### src/rtl/mem_bus_arbiter.sv
// Two-port memory bus arbiter (CPU port C, loader port L) with a wait-state counter.
// Define ARB_ROUND_ROBIN_EN for alternating tie-break; otherwise the CPU always wins ties.
module mem_bus_arbiter #(
    parameter int AW   = 8,
    parameter int DW   = 16,
    parameter int WAIT = 2
) (
    input  logic          clk,
    input  logic          reset,
    input  logic          c_req,
    input  logic          c_we,
    input  logic [AW-1:0] c_addr,
    input  logic [DW-1:0] c_wdata,
    output logic          c_ack,
    output logic [DW-1:0] c_rdata,
    output logic          c_stall,
    input  logic          l_req,
    input  logic          l_we,
    input  logic [AW-1:0] l_addr,
    input  logic [DW-1:0] l_wdata,
    output logic          l_ack,
    output logic [DW-1:0] l_rdata,
    output logic          mem_en,
    output logic          mem_we,
    output logic [AW-1:0] mem_addr,
    output logic [DW-1:0] mem_wdata,
    input  logic [DW-1:0] mem_rdata,
    output logic          owner,
    output logic          busy
);
    // A zero wait count still needs one strobe cycle.
    localparam int WEFF = (WAIT < 1) ? 1 : WAIT;

    typedef enum logic [1:0] {IDLE, ACCESS, DONE} state_t;

    state_t        state, state_n;
    logic [3:0]    cnt, cnt_n;
    logic          lat_we, lat_we_n;
    logic          last_owner, last_owner_n;
    logic          win;
    logic          c_ack_n, l_ack_n, mem_en_n, mem_we_n, owner_n, busy_n;
    logic [AW-1:0] mem_addr_n;
    logic [DW-1:0] mem_wdata_n, c_rdata_n, l_rdata_n;

    assign c_stall = c_req & ~c_ack;

    always_comb begin
        state_n      = state;
        cnt_n        = cnt;
        lat_we_n     = lat_we;
        last_owner_n = last_owner;
        owner_n      = owner;
        mem_addr_n   = mem_addr;
        mem_wdata_n  = mem_wdata;
        c_rdata_n    = c_rdata;
        l_rdata_n    = l_rdata;
        c_ack_n      = 1'b0;
        l_ack_n      = 1'b0;
        mem_en_n     = 1'b0;
        mem_we_n     = 1'b0;
        win          = 1'b0;
        case (state)
            IDLE: begin
                if (c_req || l_req) begin
                    if (c_req && l_req) begin
`ifdef ARB_ROUND_ROBIN_EN
                        win = ~last_owner;
`else
                        win = 1'b0;
`endif
                    end else begin
                        win = l_req;
                    end
                    owner_n     = win;
                    lat_we_n    = win ? l_we : c_we;
                    mem_addr_n  = win ? l_addr : c_addr;
                    mem_wdata_n = win ? l_wdata : c_wdata;
                    cnt_n       = 4'(WEFF - 1);
                    mem_en_n    = 1'b1;
                    mem_we_n    = win ? l_we : c_we;
                    state_n     = ACCESS;
                end
            end
            ACCESS: begin
                if (cnt != 4'd0) begin
                    cnt_n    = cnt - 4'd1;
                    mem_en_n = 1'b1;
                    mem_we_n = lat_we;
                end else begin
                    // Last wait cycle: memory data is stable, capture it for the owner.
                    if (!lat_we) begin
                        if (owner) l_rdata_n = mem_rdata;
                        else       c_rdata_n = mem_rdata;
                    end
                    c_ack_n = ~owner;
                    l_ack_n = owner;
                    state_n = DONE;
                end
            end
            DONE: begin
                last_owner_n = owner;
                state_n      = IDLE;
            end
            default: state_n = IDLE;
        endcase
        busy_n = (state_n != IDLE);
    end

    always_ff @(posedge clk) begin
        if (reset) begin
            state      <= IDLE;
            cnt        <= '0;
            lat_we     <= 1'b0;
            last_owner <= 1'b1;
            owner      <= 1'b0;
            busy       <= 1'b0;
            c_ack      <= 1'b0;
            l_ack      <= 1'b0;
            mem_en     <= 1'b0;
            mem_we     <= 1'b0;
            mem_addr   <= '0;
            mem_wdata  <= '0;
            c_rdata    <= '0;
            l_rdata    <= '0;
        end else begin
            state      <= state_n;
            cnt        <= cnt_n;
            lat_we     <= lat_we_n;
            last_owner <= last_owner_n;
            owner      <= owner_n;
            busy       <= busy_n;
            c_ack      <= c_ack_n;
            l_ack      <= l_ack_n;
            mem_en     <= mem_en_n;
            mem_we     <= mem_we_n;
            mem_addr   <= mem_addr_n;
            mem_wdata  <= mem_wdata_n;
            c_rdata    <= c_rdata_n;
            l_rdata    <= l_rdata_n;
        end
    end
endmodule
### config.mk
export PLATFORM = sky130hd
export DESIGN_NAME = mem_bus_arbiter
export DESIGN_NICKNAME = d
export VERILOG_FILES = /design/src/rtl/mem_bus_arbiter.sv
export SDC_FILE = /design/constraint.sdc
export NUM_CORES = 1
export LEC_CHECK = 0
export CAP_MARGIN = 20
export CORE_MARGIN = 2
export CORE_UTILIZATION = 40
export CTS_CLUSTER_DIAMETER = 150
export DETAILED_ROUTE_END_ITERATION = 12
export PLACE_DENSITY = 0.81
export SYNTH_ARGS = -nofsm -noshare
export SYNTH_HDL_FRONTEND = slang
export SYNTH_SLANG_ARGS = --single-unit
### constraint.sdc
create_clock -name clk -period 2.6 [get_ports clk]
set_input_delay 0.26 -clock clk [delete_from_list [all_inputs] [get_ports clk]]
set_output_delay 0.26 -clock clk [all_outputs]
set_load 0.02 [all_outputs]
# After elaboration in Yosys (flattened, before gate mapping)
# Index checks and enable logic that the tools add are counted.
# totals
reg_bits	69
input_bits	70
word_cells	52
# classes
n_addsub	1
eq_ne	3
muxes	18
bitwise_logic	6
n_reduce_logical	11
# ops
op	count
$mux W16	1
$mux W1	8
$mux W4	2
$mux W8	1
$pmux W4 S2	1
$reduce_and A4 Y1	2
$not A1 Y1	5
$mux W2	2
$ne A2 B2 Y1 const B	2
$pmux W1 S2	2
$pmux W2 S2	1
$reduce_bool A2 Y1	2
$reduce_bool A4 Y1	1
$sub A4 B1 Y4 const B	1
$reduce_and A3 Y1	1
$reduce_or A3 Y1	1
$eq A2 B1 Y1 const B	1
$logic_not A2 Y1	1
$reduce_and A2 Y1	1
$and A1 B1 Y1	1
$logic_and A1 B1 Y1	1
$logic_or A1 B1 Y1	1

# Longest topological paths before layout
# Gate-level depths: netlist (run 1).
# depth
word_depth	7
ltp_mapped	8

# Least setup slack after synthesis (run 1)
# No wires, ideal clock.
# synth_path
path_kind	reg-to-reg
from	register cnt[0]
to	register c_rdata[10]
setup_ns	0.072
t_arrival_ns	1.867
required_ns	2.528
path_slack_ns	0.661
stages_incl_launch_ff	8
n_path_buf	2
period_less_slack_ns	1.939
path_cell_list	dfxtp_1 inv_1 ha_1 or3b_1 buf_2 nor4_2 buf_6 mux2i_1
# synth_via
elab_chain_cells	3
# synth_lines
item	line	rtl
from (decl)	37	logic [3:0] cnt, cnt_n;
from (signal assigned)	127	cnt <= cnt_n;
$reduce_bool A4 Y1	85	if (cnt != 4'd0) begin
$not A1 Y1 (no line)	-	
$reduce_and A4 Y1 (no line)	-	
to (signal assigned)	138	c_rdata <= c_rdata_n;
to (decl)	15	output logic [DW-1:0] c_rdata,
# Every way passes these cells.
# A chain may end at the register's enable or synchronous reset.

# Worst setup path after layout (run 1)
# layout_path
from	register cnt[0]
to	register l_rdata[15]
# layout_via
elab_chain_cells	3
# layout_lines
item	line	rtl
$reduce_bool A4 Y1	85	
$not A1 Y1 (no line)	-	
$reduce_and A4 Y1 (no line)	-	
to (signal assigned)	139	l_rdata <= l_rdata_n;
to (decl)	22	output logic [DW-1:0] l_rdata,
# Every way passes these cells.

==> metrics.txt, run 1 <==
FF+latch count, synth=69; Cell Pwr Density=619 nW/um^2; cts repair resizes=0; combinational share of power=0.231; DRC Markers=0; first-pass GRT wire length=11,000 microns; Compound-Gate Fraction of Synth Area=0.115; CP max stage delay=roughly 0.6 ns; outcome=complete, no violations; DIE HEIGHT=about 87 microns; largest net degree at the start of global routing=51; startpoint types=flip-flop; die area=roughly 7600 sq um; total global-route track usage=0.185; endpoints failing hold=0; IO buf count=between 100 and 150; worst path cell trace=inv_1 > ha_1 > or3b_1 > or4_4 > mux2i_1; register area=approximately 1400 sq um; Worst Hold Margin=around 0.46 ns; WS Path Type=reg2reg; WP data required=about 2.8 ns; Synth-to-Final Area Change=57.0%; WP data arrival=~2.2 ns; area of the multi-input gates=about 1300 sq um; Rows=30; clock power share=0.323; vias per cell=roughly 5; Clock Skews=~0.011 ns; Initial Utilization=0.409; Synth Area per Inst=around 10 sq um; initial antenna violation count=0; setup ws final=approximately 0.65 ns; H-tree depth=3; total global routing overflow=0; hold buffers post-CTS=0; die width=slightly below 90 microns; commonest cells after routing, fill and taps aside=clkdlybuf4s50_1 (132), dfxtp_1 (69), mux2i_1 (56); Hold Path Class=reg2reg; Mapped Area=2760 sq um; Synth Area in Simple Gates=0.130; clk buf depth=2; final WL=6930 microns; gpl congestion=0.753; part of the power in registers=0.445; clock sink count=just under 70; Lkg Pwr=1.78 nW; multiplexer share of the synthesized area=0.203; most common cell after layout, fill and taps aside=clkdlybuf4s50_1; net count after synthesis=between 300 and 400; DR vias=2,421; min cycle time layout=1.95 ns; RSZ-0062 raised after global routing=false; Relative slew margins=0.527; worst-path fanout max=14; Clock Root Buffer=clkbuf_8; final setup violation count=0; Post-Synth Adder-Cell Area=0.00906; post-layout util=0.642; synth unique cells=35; TritonCTS clock tree=yes; 1st-iter DRT viols=101; Fillers=about 550; Nets=470; WL per Instance=between 10 and 15 microns; Post-DP HPWL=roughly 5100 microns; Peak VDD IR=roughly 0.00029 V; core outline area=about 6800 sq um; Max Cap Violations=0; Fmax=roughly 0.5 GHz; I/O pin count=between 100 and 150; final setup TNS=0 ns; net load switching power=around 0.75 mW; dpl ws=around 0.65 ns; Ant. Diodes=0; Sw Share=0.278; Worst-path clk slew=approximately 0.07 ns; main combinational cell family by area after synthesis=multiplexers; Setup Fix Bufs, Post-CTS=0; Tcrit/Tclk final=0.751; ANT nets after route=0; DP Cell Count=467; Slew @ Worst Pin=0.703 ns; slowest stage cell, crit path=or4_4; Slew Limit Fails=0; final non-filler cell total=around 480; Synth Instances=roughly 270; XOR/XNOR Fraction of Synth Area=0; Clk Latency, worst-skew pair=0.33 ns; Pre-Repair DR Iteration Count=4; yosys warns=0; Internal=~1.9 mW; Worst Setup End Kind=flip-flop; Seq/Total Area, Yosys=0.500; layout cell share with drive strength beyond 1=0.0670; vias in the first global route=2,400; cts bufs inserted=9
cell type report:
| cell class | count | share of cell area |
|---|---|---|
| timing repair buffer | 137 | 0.313 |
| multi-input combinational | 176 | 0.295 |
| clock buffer | 11 | 0.0326 |
| sequential | 69 | 0.319 |
| tap | 80 | 0.0231 |
| clock inverter | 5 | 0.0136 |
| inverter | 5 | 0.00433 |
path summary, 6_finish.rpt:
path | depth (start not counted) | start | slack [ns] | end
setup / recovery | 5 | cnt[0] | 0.65 | l_rdata[15]
hold / removal | 2 | c_rdata[5] | 0.46 | c_rdata[5]
setup reg to reg | 5 | cnt[0] | 0.65 | l_rdata[15]
hold reg to reg | 2 | c_rdata[5] | 0.46 | c_rdata[5]
cell families after synthesis:
| family | after synthesis |
|---|---|
| adder cells (fa/ha/maj) | 2 |
| multiplexers | 56 |
| flip-flops | 69 |
| AND/OR/NAND/NOR | 76 |
| buffers and inverters | 23 |
| AO/OA/AOI/OAI | 42 |
power groups by stage:
stage	Sequential (mW)	Clock [mW]	Combinational, mW
after detailed placement	1.22	0	0.625
after CTS	1.19	0.890	0.627
after floorplan	1.30	0	0.224
after global routing	1.20	0.936	0.669
final	1.19	0.868	0.621
after global placement	1.22	0	0.616
metrics by stage:
stage	area, sq um	total power, mW
floorplan	2760	1.53
global placement	4140	1.83
detailed placement	4140	1.84
CTS	4340	2.71
global route	4340	2.81
finish	4340	2.68
state kept, by name, summed over array words and instances (netlist names):
signal	flops
busy	1
c_ack	1
c_rdata	16
cnt	4
l_ack	1
l_rdata	16
lat_we	1
mem_addr	8
mem_en	1
mem_wdata	16
mem_we	1
owner	1
state	2
cells in the mapped netlist:
library cell	count	share of area
and3_1	1	0.0023
or3b_1	1	0.0032
clkbuf_1	12	0.016
a21o_1	1	0.0027
or3_1	2	0.0045
and2_1	2	0.0045
or4_1	1	0.0027
nor4_2	1	0.0045
a211oi_1	1	0.0027
nand3b_1	1	0.0027
o2bb2ai_1	25	0.079
o221ai_1	1	0.0032
mux2i_1	56	0.20
nand3_1	2	0.0036
o31ai_1	1	0.0027
buf_6	2	0.0082
nor3b_1	1	0.0027
a31oi_1	1	0.0023
inv_1	4	0.0054
ha_1	2	0.0091
or4_4	1	0.0041
or4_2	2	0.0063
nand2b_1	2	0.0045
or2_2	2	0.0045
o21ai_0	3	0.0054
clkinv_1	1	0.0014
a21oi_1	8	0.014
nor4_1	1	0.0023
dfxtp_1	69	0.50
buf_8	1	0.0054
buf_2	3	0.0054
nor2b_1	2	0.0045
nor2_1	3	0.0041
nand2_1	51	0.069
a21boi_0	1	0.0027
critical path, delay by kind of cell, from the launching register on:
family | cells | cell delay [ns]
DFF | 1 | 0.31
buffers and inverters | 1 | 0.12
and+or+nand+nor | 2 | 1.07
adders and majority gates | 1 | 0.18
muxes | 1 | 0.17
layer usage:
metal,share of wire,GRT usage,wire (microns),vias up
li1,-,-,-,1207
met1,0.40,0.214,2800,1090
met2,0.47,0.295,3220,116
met3,0.11,0.0919,795,8
met4,0.016,0.0699,108,0
met5,0,0,0,-
Power figures use the tool's default switching activity.
==> inputs of run 2 (changes only) <==
- clock period: 2.6 -> 2 ns (I/O delays scaled with it)
==> run 2 against run 1 <==
Net effect:
- hold slack got worse by 0.020 ns
- maximum frequency rose by 3.1%
- critical endpoint is now l_rdata[13]
- clock power rose by 30%
- setup slack got worse by 0.54 ns
- largest power group unchanged
- combinational power rose by 39%
==> metrics.txt, run 2 (same netlist as run 1, synthesis figures left out) <==
WS Path Type=reg2reg; cts bufs inserted=9; Worst Setup End Kind=flip-flop; HP Start=mem_rdata[8]; Lkg Pwr=1.83 nW; Rows=30; largest registers=c_rdata x16, l_rdata x16, mem_wdata x16; Post-DP HPWL=5370 microns; IO buf count=~130; Nets=about 480; die width=approximately 87 microns; vias in the first global route=around 2,400; final WL=7360 microns; DR vias=between 2,000 and 2,500; area of the multi-input gates=between 1000 and 1500 sq um; Slew @ Worst Pin=0.557 ns; clk buf depth=2; CP max stage delay=between 0.6 and 0.7 ns; core outline area=between 6000 and 7000 sq um; DP Cell Count=about 470; gpl congestion=0.770; slowest stage cell, crit path=or4_4; Reg-to-Reg End=l_rdata[13]; Peak VDD IR=0.000426 V; Pre-Repair DR Iteration Count=4; r2r worst-path depth=5; total global-route track usage=0.191; H-tree depth=3; DIE HEIGHT=about 87 microns; commonest cells after routing, fill and taps aside=clkdlybuf4s50_1 (132), dfxtp_1 (69), mux2i_1 (56); worst-path fanout max=7; die area=between 7000 and 8000 sq um; Tcrit/Tclk final=0.947; register area=1380 sq um; most common cell after layout, fill and taps aside=clkdlybuf4s50_1; startpoint types=flip-flop; endpoints failing hold=0; Initial Utilization=0.409; WP buf/inv=1; outcome=complete, no violations; WL per Instance=15.0 microns; Ant. Diodes=0; Fillers=572; ANT nets after route=0; hold endpoint=l_rdata[8]; Synth-to-Final Area Change=60.6%; final setup violation count=0; WP data arrival=2.12 ns; cts repair resizes=0; hold path cells=3; Cell Pwr Density=about 800 nW/um^2; Worst-path clk slew=around 0.08 ns; I/O pin count=about 130; Clock Skews=roughly 0.013 ns; largest net degree at the start of global routing=51; RSZ-0062 raised after global routing=false; min cycle time layout=1.89 ns; DRC Markers=0; 1st-iter DRT viols=100; hold buffers post-CTS=0; clock sink count=69; Slew Limit Fails=0; post-layout util=0.657; first-pass GRT wire length=around 11,000 microns; Clk Latency, worst-skew pair=between 0.3 and 0.4 ns; vias per cell=roughly 5.1; final setup TNS=0 ns; worst path cell trace=inv_1 > ha_1 > or3b_4 > or4_4 > mux2i_1; critical path's top delay family=simple AND/OR/NAND/NOR gates; layout cell share with drive strength beyond 1=0.0880; Setup Fix Bufs, Post-CTS=0; total global routing overflow=0; WP data required=2.22 ns; TritonCTS clock tree=yes; Clock Root Buffer=clkbuf_8; Relative slew margins=0.628; initial antenna violation count=0; Hold Path Class=in2reg; final non-filler cell total=between 400 and 500; Fmax=0.528 GHz; R2R Setup Slk=~0.11 ns; worst r2r src=cnt[1]; Max Cap Violations=0
[run 2: worst max-delay path by stage]
stage	from	endpoint	slack, ns	cells past startpoint
floorplan	cnt[0]	c_rdata[10]	0.06	7
global placement	cnt[0]	l_rdata[8]	0.16	5
detailed placement	cnt[0]	l_rdata[1]	0.11	5
CTS	cnt[0]	c_rdata[11]	0.09	5
global route	cnt[1]	l_rdata[13]	0.02	5
finish	cnt[1]	l_rdata[13]	0.11	5
[run 2: area by class of cell]
| cell class | instances | area share |
|---|---|---|
| Tap cell | 80 | 0.0226 |
| Timing Repair Buffer | 142 | 0.326 |
| Multi-Input combinational cell | 177 | 0.291 |
| Sequential cell | 69 | 0.311 |
| Inverter | 5 | 0.00423 |
| Clock inverter | 7 | 0.0169 |
| Clock buffer | 9 | 0.0279 |
[run 2: tightest hold or removal path, stage by stage]
cell and delay (ns):
clkdlybuf4s50_1 0.39, nand2_1 0.08, mux2i_1 0.06
[run 2: metrics by stage]
step / instance area (sq um) / power, mW / setup WS, ns / hold WS, ns
after floorplan: 2760 / 1.99 / 0.0609 / 0.297
after global placement: 4220 / 2.42 / 0.159 / 0.442
after detailed placement: 4220 / 2.44 / 0.111 / 0.445
after CTS: 4420 / 3.57 / 0.0898 / 0.430
after global routing: 4440 / 3.71 / 0.0213 / 0.443
final: 4440 / 3.55 / 0.106 / 0.439
[run 2: where the power goes]
part | internal, mW | leakage [nW] | switching, mW | total [mW]
logic | 0.455 | 1.17 | 0.406 | 0.861
registers | 1.49 | 0.564 | 0.0716 | 1.56
clock network | 0.582 | 0.104 | 0.548 | 1.13
[run 2: routing by layer]
metal  track usage  up-vias  wire, microns
met1         0.221     1147           3020
li1              -     1223              -
met4        0.0769        0             95
met3        0.0758       10            682
met2         0.315      104           3560
met5             0        -              0
==> inputs of run 3 (changes only) <==
- ABC_AREA: default -> 1
- PLACE_DENSITY: 0.81 -> 0.79
==> run 3 against run 2 <==
Net effect:
- register-to-register slack better by 0.31 ns
- combinational power is 37% higher
- critical path depth is 1 lower
- first-iteration DRC count is 17% lower
- non-clock buffer count is 1 lower
- clock power is 9% lower
- power is 7.8% higher
- count of clock-buffer cells in the layout is 5 higher
- synthesized cell count is 50% higher
- routed wire length is 6.1% higher
- hold slack worse by 0.0018 ns
- sequential share of layout area is 0.65 points lower
- critical endpoint is now c_stall
- largest cell class unchanged
- highest routed layer unchanged
==> metrics.txt, run 3 <==
outcome=complete, no violations; Worst Setup End Kind=output port; r2r worst-path depth=10; Synth Area per Inst=roughly 7.5 sq um; cell mode on critical path=clkdlybuf4s50_1; Rows=31; Hold Path Class=in2reg; die area=approximately 8300 sq um; hold endpoint=mem_addr[4]; total global routing overflow=0; I/O pin count=between 100 and 150; Lkg Pwr=1.86 nW; yosys warns=0; cts bufs inserted=9; startpoint types=primary input; Clock Skews=~0.0056 ns; FF+latch count, synth=a little under 70; endpoints failing hold=0; RSZ-0062 raised after global routing=false; Yosys top cell by area=dfxtp_1; worst path cell trace=clkdlybuf4s50_1 > inv_2 > nor2_1 > clkdlybuf4s50_1; vias in the first global route=between 2,000 and 3,000; 1st-iter DRT viols=83; top cells by area, synth=dfxtp_1 (46%), nand2_1 (13%), nor2_1 (9.7%); gpl congestion=0.822; most frequent cell after synthesis=nand2_1; initial antenna violation count=0; Yosys top cell area share=0.457; first-pass GRT wire length=around 13,000 microns; Fmax=0.588 GHz; Most used DFF post-synth=dfxtp_1; Worst-path clk slew=roughly 0.07 ns; Mapped Area=3030 sq um; Synth Instances=402; total global-route track usage=0.192; clock sink count=approximately 70; hold path cells=3; WP data required=about 1.8 ns; Post-DP HPWL=5800 microns; Slew @ Worst Pin=between 0.5 and 0.6 ns; min cycle time layout=around 1.7 ns; Relative slew margins=0.624; R2R Setup Slk=roughly 0.42 ns; vias per cell=4.74; Initial Utilization=0.415; HP Start=c_addr[4]; DR vias=2,996; Ant. Diodes=0; Pre-Repair DR Iteration Count=4; final setup TNS=0 ns; setup ws final=0.299 ns; WS Path Type=in2out; net count after synthesis=~470; Clock Root Buffer=clkbuf_8; Clk Latency, worst-skew pair=~0.33 ns; most common cell after layout, fill and taps aside=clkdlybuf4s50_1; asr flop ratio synth=0; post-layout util=0.621; H-tree depth=3; Synth-to-Final Area Change=49.8%; Slew Limit Fails=0; Setup Fix Bufs, Post-CTS=0; synth unique cells=26; slowest stage cell, crit path=clkdlybuf4s50_1; Reg-to-Reg End=c_rdata[7]; Tcrit/Tclk final=0.850; worst r2r src=cnt[0]; IO buf count=132; commonest cells after routing, fill and taps aside=clkdlybuf4s50_1 (132), nand2_1 (103), nor2_1 (78); cts repair resizes=0; DIE HEIGHT=roughly 91 microns; Post-synth top cells=nand2_1 (103), nor2_1 (78), dfxtp_1 (69); largest registers=c_rdata x16, l_rdata x16, mem_wdata x16; TritonCTS clock tree=yes; dpl ws=0.180 ns; WP buf/inv=3; largest net degree at the start of global routing=59; Seq/Total Area, Yosys=0.457; WP data arrival=around 1.5 ns; Cell Pwr Density=844 nW/um^2; final WL=around 7800 microns; Max Cap Violations=0; number of synthesized flops with an enable pin=0; layout cell share with drive strength beyond 1=0.0901; final setup violation count=0; die width=between 90 and 100 microns; WL per Instance=12.3 microns; core outline area=between 7000 and 8000 sq um; clk buf depth=2; CP max stage delay=roughly 0.6 ns; Peak VDD IR=roughly 0.00043 V; Nets=about 600; ANT nets after route=0; worst-path fanout max=3; DRC Markers=0; hold buffers post-CTS=0; critical path's top delay family=buffers and inverters
[run 3: cell count changes after synthesis, moves of 22 or more]
cell and change:
inv_1 +23, mux2i_1 -56, nand2_1 +52, nand3_1 +22, nor2_1 +75, o21ai_1 +23
o2bb2ai_1 -25
[run 3: worst max path at each step]
stage / from / to / slack [ns] / cells after the start
detailed placement: l_req / mem_we / 0.18 / 6
floorplan: cnt[0] / l_rdata[2] / 0.70 / 10
global placement: c_req / c_stall / 0.30 / 4
CTS: c_req / c_stall / 0.29 / 4
global route: c_req / c_stall / 0.23 / 4
finish: c_req / c_stall / 0.30 / 4
[run 3: tightest hold or removal path, cell delays in order]
cell and delay, ns:
clkdlybuf4s50_1 0.39, nand2_1 0.06, a31oi_1 0.07
[run 3: cell families (layout without fill, tap and decap cells)]
logic type,Yosys count,count (layout),share of synthesized area
AOI/OAI and AO/OA,57,57,0.129
adders and majority gates,2,2,0.00827
buffers and inverters,57,188,0.105
DFF,69,69,0.457
and+or+nand+nor,217,217,0.301
[run 3: per-stage QoR]
stage / instances / area [sq um] / hold WS (ns) / power, mW
after floorplan: 402 / 3030 / 0.360 / 2.33
after global placement: 617 / 4350 / 0.452 / 2.81
after detailed placement: 617 / 4350 / 0.471 / 2.83
after CTS: 632 / 4530 / 0.424 / 3.86
after global routing: 632 / 4530 / 0.440 / 4.03
final: 632 / 4530 / 0.437 / 3.82
[run 3: area by class of cell]
class | count | area [sq um]
clock buffer | 14 | 173
timing repair buffer | 141 | 1400
clock inverter | 1 | 5.00
fill | 674 | 2760
inverter | 32 | 120
multi-input combinational | 276 | 1330
sequential | 69 | 1380
tap | 99 | 124
[run 3: power breakdown]
group	internal, mW	switching [mW]
clock	0.545	0.481
sequential	1.53	0.0849
combinational	0.552	0.627
[run 3: routing by layer]
layer / GRT usage / up-vias / routed length (microns)
li1: - / 1527 / -
met1: 0.214 / 1331 / 3240
met2: 0.331 / 125 / 3640
met3: 0.0730 / 13 / 778
met4: 0.0707 / 0 / 152
met5: 0 / - / 0
